===== config.mk =====
export PLATFORM = sky130hd
export DESIGN_NAME = axi_wr_slave_flat
export DESIGN_NICKNAME = d
export VERILOG_FILES = /design/src/rtl/axi_wr_slave_if.sv /design/src/rtl/axi_wr_slave.sv /design/src/flat_wrapper.sv
export SDC_FILE = /design/constraint.sdc
export NUM_CORES = 1
export LEC_CHECK = 0
export CAP_MARGIN = 0
export CORE_ASPECT_RATIO = 0.5
export CORE_MARGIN = 2
export CORE_UTILIZATION = 47
export DETAILED_ROUTE_END_ITERATION = 10
export GPL_ROUTABILITY_DRIVEN = 1
export GPL_TIMING_DRIVEN = 0
export PLACE_DENSITY = 0.81
export SLEW_MARGIN = 20
export SYNTH_ARGS = -nofsm -noshare
export SYNTH_HDL_FRONTEND = slang
export SYNTH_SLANG_ARGS = --single-unit

===== constraint.sdc =====
create_clock -name aclk -period 3.7 [get_ports aclk]
set_clock_uncertainty 0.05 [all_clocks]
set_input_delay 0.925 -clock aclk [delete_from_list [all_inputs] [get_ports aclk]]
set_output_delay 0.925 -clock aclk [all_outputs]
set_load 0.01 [all_outputs]

===== src/rtl/axi_wr_slave_if.sv =====
// AXI write-channel bundle (AW, W and B) between a master agent and axi_wr_slave.
// The slave modport is the responder's view. The master modport is the driver's view.
interface axi_wr_slave_if #(
  parameter int ADDR_WIDTH = 32,
  parameter int DATA_WIDTH = 32,
  parameter int ID_WIDTH   = 8
);

  // Write address channel
  logic [ID_WIDTH-1:0]     awid;
  logic [ADDR_WIDTH-1:0]   awaddr;
  logic [7:0]              awlen;
  logic [2:0]              awsize;
  logic [1:0]              awburst;
  logic                    awvalid;
  logic                    awready;

  // Write data channel
  logic [ID_WIDTH-1:0]     wid;
  logic [DATA_WIDTH-1:0]   wdata;
  logic [DATA_WIDTH/8-1:0] wstrb;
  logic                    wlast;
  logic                    wvalid;
  logic                    wready;

  // Write response channel
  logic [ID_WIDTH-1:0]     bid;
  logic [1:0]              bresp;
  logic                    bvalid;
  logic                    bready;

  modport slave (
    input  awid, awaddr, awlen, awsize, awburst, awvalid,
    output awready,
    input  wid, wdata, wstrb, wlast, wvalid,
    output wready,
    output bid, bresp, bvalid,
    input  bready
  );

  modport master (
    output awid, awaddr, awlen, awsize, awburst, awvalid,
    input  awready,
    output wid, wdata, wstrb, wlast, wvalid,
    input  wready,
    input  bid, bresp, bvalid,
    output bready
  );

endinterface


===== src/rtl/axi_wr_slave.sv =====
// AXI write slave. It accepts one AW/W burst at a time, turns every accepted beat
// into a registered word write on a simple memory port, and returns one B response
// per burst.
// Optional feature: define AXI_WR_WLAST_CHK_EN to flag wlast placement errors as
// SLVERR. When that macro is left undefined, wlast is ignored.
module axi_wr_slave #(
  parameter int ADDR_WIDTH = 32,
  parameter int DATA_WIDTH = 32,
  parameter int ID_WIDTH   = 8,
  parameter int MEM_DEPTH  = 256
) (
  input  logic                         aclk,
  input  logic                         aresetn,
  axi_wr_slave_if.slave                bus,
  output logic                         mem_we_o,
  output logic [$clog2(MEM_DEPTH)-1:0] mem_addr_o,
  output logic [DATA_WIDTH-1:0]        mem_wdata_o,
  output logic [DATA_WIDTH/8-1:0]      mem_wstrb_o
);

  localparam int STRB_W  = DATA_WIDTH / 8;
  localparam int OFF_W   = $clog2(STRB_W);
  localparam int IDX_W   = $clog2(MEM_DEPTH);
  // Number of byte-address bits that map onto the memory. Any bit set above
  // this range means the address falls outside the memory.
  localparam int BYTE_AW = IDX_W + OFF_W;

  typedef enum logic [1:0] {
    IDLE = 2'd0,
    DATA = 2'd1,
    RESP = 2'd2
  } state_e;

  state_e                state_q, state_d;
  logic                  awready_q, awready_d;
  logic                  wready_q, wready_d;
  logic                  bvalid_q, bvalid_d;

  logic [ID_WIDTH-1:0]   id_q, id_d;
  logic [ADDR_WIDTH-1:0] addr_q, addr_d;
  logic [7:0]            len_q, len_d;
  logic [7:0]            beat_q, beat_d;
  logic [2:0]            size_q, size_d;
  logic [1:0]            burst_q, burst_d;
  logic                  cfgErr_q, cfgErr_d;
  logic                  slvErr_q, slvErr_d;
  logic                  decErr_q, decErr_d;
  logic [1:0]            bresp_q, bresp_d;

  logic                  memWe_q, memWe_d;
  logic [IDX_W-1:0]      memAddr_q, memAddr_d;
  logic [DATA_WIDTH-1:0] memWdata_q, memWdata_d;
  logic [STRB_W-1:0]     memWstrb_q, memWstrb_d;

  logic                  awHs, wHs, bHs;
  logic                  lastBeat, widErr, outOfRange, cfgErrAw;
  logic                  wlastMis, wlastKill;
  logic [ADDR_WIDTH-1:0] sizeBytes, alignedAddr, incrAddr, wrapMask, nextAddr;

  assign awHs       = bus.awvalid & awready_q;
  assign wHs        = bus.wvalid & wready_q;
  assign bHs        = bus.bready & bvalid_q;
  assign lastBeat   = (beat_q == len_q);
  assign widErr     = (bus.wid != id_q);
  assign outOfRange = ((addr_q >> BYTE_AW) != '0);

  // A burst is unusable as a whole in three cases: it uses the reserved burst
  // type, its beat is wider than the bus, or it is a WRAP burst with an illegal
  // length.
  assign cfgErrAw = (bus.awburst == 2'b11)
                  | (int'(bus.awsize) > OFF_W)
                  | ((bus.awburst == 2'b10) &&
                     !(bus.awlen inside {8'd1, 8'd3, 8'd7, 8'd15}));

`ifdef AXI_WR_WLAST_CHK_EN
  logic wlastBad_q, wlastBad_d;

  // A beat is mismatched if wlast disagrees with the beat count. Once one beat
  // is mismatched, the rest of the burst is treated as corrupt.
  assign wlastMis  = wHs & (bus.wlast != lastBeat);
  assign wlastKill = wlastBad_q | wlastMis;

  always_comb begin
    wlastBad_d = wlastBad_q;
    if (awHs) begin
      wlastBad_d = 1'b0;
    end else if (wlastMis) begin
      wlastBad_d = 1'b1;
    end
  end

  // Sticky flag recording a wlast mismatch during the current burst
  always_ff @(posedge aclk or negedge aresetn) begin
    if (!aresetn) begin
      wlastBad_q <= 1'b0;
    end else begin
      wlastBad_q <= wlastBad_d;
    end
  end
`else
  logic unusedWlast;

  assign unusedWlast = bus.wlast;
  assign wlastMis    = 1'b0;
  assign wlastKill   = 1'b0;
`endif

  // Compute the burst address that follows the current beat
  always_comb begin
    sizeBytes   = ADDR_WIDTH'(1) << size_q;
    alignedAddr = addr_q & ~(sizeBytes - ADDR_WIDTH'(1));
    incrAddr    = alignedAddr + sizeBytes;
    wrapMask    = ((ADDR_WIDTH'(len_q) + ADDR_WIDTH'(1)) << size_q) - ADDR_WIDTH'(1);
    case (burst_q)
      2'b00:   nextAddr = addr_q;
      2'b10:   nextAddr = (addr_q & ~wrapMask) | (incrAddr & wrapMask);
      default: nextAddr = incrAddr;
    endcase
  end

  // Burst FSM: pick the next state and the registered handshake readies
  always_comb begin
    state_d = state_q;
    case (state_q)
      IDLE:    if (awHs) state_d = DATA;
      DATA:    if (wHs && lastBeat) state_d = RESP;
      RESP:    if (bHs) state_d = IDLE;
      default: state_d = IDLE;
    endcase
    awready_d = (state_d == IDLE);
    wready_d  = (state_d == DATA);
    bvalid_d  = (state_d == RESP);
  end

  // Capture the burst context on AW, then for each W beat step the address and
  // build the memory write and the error flags
  always_comb begin
    id_d       = id_q;
    addr_d     = addr_q;
    len_d      = len_q;
    beat_d     = beat_q;
    size_d     = size_q;
    burst_d    = burst_q;
    cfgErr_d   = cfgErr_q;
    slvErr_d   = slvErr_q;
    decErr_d   = decErr_q;
    bresp_d    = bresp_q;
    memWe_d    = 1'b0;
    memAddr_d  = memAddr_q;
    memWdata_d = memWdata_q;
    memWstrb_d = memWstrb_q;

    if (awHs) begin
      id_d     = bus.awid;
      addr_d   = bus.awaddr;
      len_d    = bus.awlen;
      size_d   = bus.awsize;
      burst_d  = bus.awburst;
      beat_d   = 8'd0;
      cfgErr_d = cfgErrAw;
      slvErr_d = cfgErrAw;
      decErr_d = 1'b0;
    end

    if (wHs) begin
      addr_d     = nextAddr;
      beat_d     = beat_q + 8'd1;
      memAddr_d  = addr_q[OFF_W +: IDX_W];
      memWdata_d = bus.wdata;
      memWstrb_d = bus.wstrb;
      memWe_d    = !(cfgErr_q | widErr | outOfRange | wlastKill);
      slvErr_d   = slvErr_q | widErr | wlastMis;
      decErr_d   = decErr_q | outOfRange;
      if (lastBeat) begin
        bresp_d = slvErr_d ? 2'b10 : (decErr_d ? 2'b11 : 2'b00);
      end
    end
  end

  // State register and registered handshake readies
  always_ff @(posedge aclk or negedge aresetn) begin
    if (!aresetn) begin
      state_q   <= IDLE;
      awready_q <= 1'b0;
      wready_q  <= 1'b0;
      bvalid_q  <= 1'b0;
    end else begin
      state_q   <= state_d;
      awready_q <= awready_d;
      wready_q  <= wready_d;
      bvalid_q  <= bvalid_d;
    end
  end

  // Burst context, error flags, response code and memory port registers
  always_ff @(posedge aclk or negedge aresetn) begin
    if (!aresetn) begin
      id_q       <= '0;
      addr_q     <= '0;
      len_q      <= '0;
      beat_q     <= '0;
      size_q     <= '0;
      burst_q    <= '0;
      cfgErr_q   <= 1'b0;
      slvErr_q   <= 1'b0;
      decErr_q   <= 1'b0;
      bresp_q    <= 2'b00;
      memWe_q    <= 1'b0;
      memAddr_q  <= '0;
      memWdata_q <= '0;
      memWstrb_q <= '0;
    end else begin
      id_q       <= id_d;
      addr_q     <= addr_d;
      len_q      <= len_d;
      beat_q     <= beat_d;
      size_q     <= size_d;
      burst_q    <= burst_d;
      cfgErr_q   <= cfgErr_d;
      slvErr_q   <= slvErr_d;
      decErr_q   <= decErr_d;
      bresp_q    <= bresp_d;
      memWe_q    <= memWe_d;
      memAddr_q  <= memAddr_d;
      memWdata_q <= memWdata_d;
      memWstrb_q <= memWstrb_d;
    end
  end

  assign bus.awready = awready_q;
  assign bus.wready  = wready_q;
  assign bus.bvalid  = bvalid_q;
  assign bus.bid     = id_q;
  assign bus.bresp   = bresp_q;

  assign mem_we_o    = memWe_q;
  assign mem_addr_o  = memAddr_q;
  assign mem_wdata_o = memWdata_q;
  assign mem_wstrb_o = memWstrb_q;

endmodule


===== src/flat_wrapper.sv =====
// flat-port wrapper written by rule: the top's interface ports become plain ports
module axi_wr_slave_flat 
#(
  parameter int ADDR_WIDTH = 32,
  parameter int DATA_WIDTH = 32,
  parameter int ID_WIDTH   = 8,
  parameter int MEM_DEPTH  = 256
)
  (aclk, aresetn, mem_we_o, mem_addr_o, mem_wdata_o, mem_wstrb_o, bus_awid, bus_awaddr, bus_awlen, bus_awsize, bus_awburst, bus_awvalid, bus_awready, bus_wid, bus_wdata, bus_wstrb, bus_wlast, bus_wvalid, bus_wready, bus_bid, bus_bresp, bus_bvalid, bus_bready);
  axi_wr_slave_if #(.ADDR_WIDTH(ADDR_WIDTH), .DATA_WIDTH(DATA_WIDTH), .ID_WIDTH(ID_WIDTH)) bus_i ();
  input  logic aclk;
  input  logic aresetn;
  output logic mem_we_o;
  output logic [$clog2(MEM_DEPTH)-1:0] mem_addr_o;
  output logic [DATA_WIDTH-1:0] mem_wdata_o;
  output logic [DATA_WIDTH/8-1:0] mem_wstrb_o;
  input wire logic [$bits(bus_i.awid)-1:0] bus_awid;
  input wire logic [$bits(bus_i.awaddr)-1:0] bus_awaddr;
  input wire logic [$bits(bus_i.awlen)-1:0] bus_awlen;
  input wire logic [$bits(bus_i.awsize)-1:0] bus_awsize;
  input wire logic [$bits(bus_i.awburst)-1:0] bus_awburst;
  input wire logic [$bits(bus_i.awvalid)-1:0] bus_awvalid;
  output wire logic [$bits(bus_i.awready)-1:0] bus_awready;
  input wire logic [$bits(bus_i.wid)-1:0] bus_wid;
  input wire logic [$bits(bus_i.wdata)-1:0] bus_wdata;
  input wire logic [$bits(bus_i.wstrb)-1:0] bus_wstrb;
  input wire logic [$bits(bus_i.wlast)-1:0] bus_wlast;
  input wire logic [$bits(bus_i.wvalid)-1:0] bus_wvalid;
  output wire logic [$bits(bus_i.wready)-1:0] bus_wready;
  output wire logic [$bits(bus_i.bid)-1:0] bus_bid;
  output wire logic [$bits(bus_i.bresp)-1:0] bus_bresp;
  output wire logic [$bits(bus_i.bvalid)-1:0] bus_bvalid;
  input wire logic [$bits(bus_i.bready)-1:0] bus_bready;
  assign bus_i.awid = bus_awid;
  assign bus_i.awaddr = bus_awaddr;
  assign bus_i.awlen = bus_awlen;
  assign bus_i.awsize = bus_awsize;
  assign bus_i.awburst = bus_awburst;
  assign bus_i.awvalid = bus_awvalid;
  assign bus_awready = bus_i.awready;
  assign bus_i.wid = bus_wid;
  assign bus_i.wdata = bus_wdata;
  assign bus_i.wstrb = bus_wstrb;
  assign bus_i.wlast = bus_wlast;
  assign bus_i.wvalid = bus_wvalid;
  assign bus_wready = bus_i.wready;
  assign bus_bid = bus_i.bid;
  assign bus_bresp = bus_i.bresp;
  assign bus_bvalid = bus_i.bvalid;
  assign bus_i.bready = bus_bready;
  axi_wr_slave #(.ADDR_WIDTH(ADDR_WIDTH), .DATA_WIDTH(DATA_WIDTH), .ID_WIDTH(ID_WIDTH), .MEM_DEPTH(MEM_DEPTH)) u_core (.aclk(aclk), .aresetn(aresetn), .bus(bus_i), .mem_we_o(mem_we_o), .mem_addr_o(mem_addr_o), .mem_wdata_o(mem_wdata_o), .mem_wstrb_o(mem_wstrb_o));
endmodule

# Word-level counts from Yosys, hierarchy flattened
# Index checks and enable logic that the tools add are counted.
dict set report totals {
  reg_bits 116
  word_cells 83
  in_bits 103
}
dict set report classes {
  magnitude_cmp 1
  shifts 2
  reduce_logical 12
  n_bitwise 15
  eq_ne 14
  mux 16
  n_addsub 5
}
# cell count
set ops {}
lappend ops {{AND 32 bit} 3}
lappend ops {{two-way mux 32 bit} 2}
lappend ops {{NOT 32 bit} 2}
lappend ops {{one-hot mux 32 bit (2 select lines)} 1}
lappend ops {{subtractor 32 x 1 -> 32 bit, second input constant} 2}
lappend ops {{adder 32 bit} 1}
lappend ops {{OR 32 bit} 1}
lappend ops {{nonzero test 32 bit} 1}
lappend ops {{<< shifter 1 x 3 -> 32 bit, first input constant} 1}
lappend ops {{<< shifter 32 x 3 -> 32 bit} 1}
lappend ops {{two-way mux 8 bit} 2}
lappend ops {{== test 2 bit, second input constant} 5}
lappend ops {{two-way mux 2 bit} 5}
lappend ops {{adder 8 x 1 -> 9 bit, second input constant} 1}
lappend ops {{adder 8 x 1 -> 8 bit, second input constant} 1}
lappend ops {{== test 8 x 1 -> 1 bit, second input constant} 1}
lappend ops {{== test 8 x 2 -> 1 bit, second input constant} 1}
lappend ops {{== test 8 x 3 -> 1 bit, second input constant} 1}
lappend ops {{== test 8 x 4 -> 1 bit, second input constant} 1}
lappend ops {{== test 8 bit} 1}
lappend ops {{!= test 8 bit} 1}
lappend ops {{logical NOT 2 bit} 3}
lappend ops {{OR 1 bit} 6}
lappend ops {{one-hot mux 2 bit (3 select lines)} 1}
lappend ops {{10 further kinds} 20}

# Longest topological paths before layout
dict set report depth {
  word_depth 9
  ltp_mapped 18
  depth_no_buf 13
}

# Least setup slack after synthesis
# Ideal clock, no wire load.
dict set report synth_path {
  path_kind {register to register}
  from {reg u_core.size_q[0]}
  to {reg (tool-made name)}
  setup_slack_ns -0.266
  n_path_buf 5
  setup_time_ns 0.123
  stages_incl_launch_ff 17
  t_arrival_ns 3.793
  required_time_ns 3.527
  cell_sequence {dfrtp_1 > buf_2 > buf_2 > buf_2 > clkbuf_1 > clkbuf_1 > nand2_1 > ha_1 > mux2_2 > and4_1 > o32ai_1 > nor2_1 > o2111ai_1 > nor2_1 > o2111ai_1 > a21oi_1 > o221a_2}
}
# item line_no
set synth_rtl {}
lappend synth_rtl {{start, declared} axi_wr_slave.sv:43} ;# logic [2:0] size_q, size_d;
lappend synth_rtl {{start signal, assigned} axi_wr_slave.sv:217} ;# size_q <= size_d;

==> results.yml <==
finish:
  layout-drive-gt1-share_pct: 14.8
  fin_cells: 1350
  diodes: 0
  areaGrowthSynthToFinish_pct: 40.3
  utilization_pct: 68.5
  multiInputGateArea_um2: 4710
  fillers: 1261
  seqCellArea_um2: 2900
  layout.nets: 1245
floorplanning:
  dieHeight_um: 94.1
  rows: 32
  dieArea_um2: 17300
  die_width_um: 184
  io_pins: 161
  core_um2: 15600
  initial_core_util_pct: 48.8
timing:
  finalCriticalPeriod_ns: 3.63
  hold_viol: 0
  finalSetupViolations: 0
  slew_violations: 0
  worst_slack_ns: 0.0728
  relSlewSlack_pct: 35.8
  worst_pin_slew_ns: 0.954
  period_share_pct: 98.0
  whs_ns: 0.347
  fmax_ghz: 0.276
global_route:
  antenna_found_initial: 0
  grt_pass1_wl_um: 40600
  track_usage_pct: 30.2
  grt_max_degree: 77
  grt-ovfl-total: 0
  first_global_vias: 7724
yosys:
  async_reset_ff_share_pct: 100
  ys_ff_latch: 116
  synth_area_per_cell_um2: 8.20
  ys_types: 75
  syn-num-nets: 1042
  synth_edf_count: 0
  yosysTopAreaCellShare_pct: 38.1
  synth_area_leaders: "dfrtp_1, nand2_1, xnor2_1, o21ai_0, mux2_2"
  yosysTopAreaCell: "dfrtp_1"
  yosysWarnings: 0
  syn_inst: 930
  netlist_area_um2: 7620
  ys_seq_area_share_pct: 38.1
  synthFlopType: "dfrtp_1"
cts:
  cts_tree: "yes"
  clk_pin_slew_ns: 0.07
  worstSkewPairLatency_ns: 0.43
  cts_sinks: 116
  cts_hold_buf: 0
  cts_buffers: 17
  clock_path_buffers: 2
  cts_root_buf: "clkbuf_16"
  htreeDepth: 4
worst_setup_path:
  path_common_cell: "buf_6"
  end_kind: "flop"
  arrival_ns: 3.88
  slowest_delay_ns: 0.54
  cpMaxStageDelayCell: "or4_4"
  crit_fanout: 10
  crit_type: "reg -> reg"
  cp_cell_sequence: "ha_2 > buf_6 > nand4_1 > a32o_2 > a211oi_1 > or4_4 > or3_4 > or4b_4 > buf_6 > nor3_4 > ha_4 > o311ai_1 > o221a_2"
  cp.required_ns: 3.96
  crit-reg2reg-launch: "u_core.len_q[1]$_DFFE_PN0P_"
  startpoint_type: "flop"
  startpoint: "u_core.len_q[1]$_DFFE_PN0P_"
route:
  first_pass_iters: 5
  vias: 8181
  wl_per_cell_um: 19.4
  ant_nets: 0
  first_iter_violations: 800
  drc: 0
  viasPerCell: 6.06
  drt_wl_total_um: 26300
placement:
  dp_slack_ns: -0.912
  io_buffers: 159
  dp.cells: 1294
  gp_congestion: 0.958
  place_hpwl_um: 18500
pwr:
  peakVddDrop_v: 0.000386
  p_leak_nw: 4.34
  powerDensity_nw_per_um2: 890
status:
  outcome: "complete, no violations"
hold_path:
  worstHoldPathType: "in -> async"
run:
  max_cap_violations: 0
area by class of cell:
class | count | area share, %
multi-input combinational | 735 | 44.0
sequential | 116 | 27.2
timing repair buffer | 188 | 17.1
clock buffer | 19 | 4.14
buffer | 55 | 2.98
tap | 204 | 2.39
clock inverter | 13 | 1.53
inverter | 20 | 0.702
through the flow:
stage               cell area [um2]    TNS [ns]  power, mW
floorplan                      7640  -0.0000211       5.35
global placement               9480     -359.15       6.91
detailed placement             9510      -18.43       7.04
CTS                           10400     -0.0142       9.10
global route                  10700     -0.0278       10.0
finish                        10700           0       9.51
power breakdown:
| group | internal (mW) | switching (mW) | total, mW |
|---|---|---|---|
| clock network | 1.04 | 0.715 | 1.75 |
| registers | 1.78 | 0.527 | 2.31 |
| logic | 2.34 | 3.11 | 5.46 |
| total | 5.16 | 4.36 | 9.51 |
path summary, 6_finish.rpt:
path | end | slack, ns | cells after the start
worst max-delay path | flop | 0.07 | 13
worst min register to register | u_core.mem_we_o$_DFF_PN0_ | 0.42 | 1
max in group asynchronous | asynchronous set/reset pin | 2.51 | 2
worst max register to register | flop | 0.07 | 13
worst min-delay path | u_core.size_q[1]$_DFFE_PN0P_ | 0.35 | 1
min in group aclk | u_core.mem_we_o$_DFF_PN0_ | 0.42 | 1
critical path: cells and delay by family, from the launching register on:
family          cells  cell delay (ns)
flops               1             0.41
fa+ha+maj           2             0.37
compound gates      4             0.71
buf+inv             2             0.29
simple gates        5             1.67
what timing repair did:
item / CTS / global route
gates cloned: 0 / 1
pin swaps: 7 / 24
buffers inserted: 9 / 18
endpoints found under the setup margin: 27 / 24
gates resized for setup: 48 / 50
cell usage after synthesis (7+ instances only):
master,instances
nand2_1,217
dfrtp_1,116
nor2_1,54
o21ai_0,52
a21oi_1,38
clkbuf_1,31
xnor2_1,30
nand3_1,26
mux2_2,22
xor2_1,22
inv_1,20
buf_2,14
nand4_1,14
nor3_1,14
nor4_1,14
o211ai_1,13
a31oi_1,12
buf_1,12
o2111ai_1,12
and3_1,11
nor2b_1,11
and2_1,10
or3_1,10
ha_1,9
a211oi_1,8
nand2b_1,8
o221ai_1,7
or4_1,7
metal layers:
metal / routed length (um) / track usage (%)
met2: 11800 / 48.9
met5: 0 / 0
met1: 11300 / 41.2
met3: 2640 / 6.09
met4: 575 / 9.00
cells in the final DEF, fill, tap and decap left out, drive strengths merged, types with 15 or more instances in the layout:
| master | Yosys | final |
|---|---|---|
| nand2 | 217 | 217 |
| clkdlybuf4s50 | 0 | 158 |
| dfrtp | 116 | 116 |
| buf | 28 | 59 |
| o21ai | 56 | 56 |
| nor2 | 54 | 54 |
| clkbuf | 31 | 45 |
| a21oi | 38 | 38 |
| xnor2 | 30 | 30 |
| inv | 20 | 28 |
| nand3 | 26 | 26 |
| xor2 | 22 | 22 |
| mux2 | 22 | 22 |
| nand4 | 15 | 15 |
cell families after synthesis:
| group | count (synthesis) | share of synthesized area [%] |
|---|---|---|
| simple gates | 429 | 26.5 |
| compound gates | 218 | 19.8 |
| flops | 116 | 38.1 |
| buf+inv | 79 | 4.22 |
| xor+xnor | 52 | 5.97 |
| mux | 27 | 3.91 |
| fa+ha+maj | 9 | 1.48 |
(Power assumes the default switching activity.)
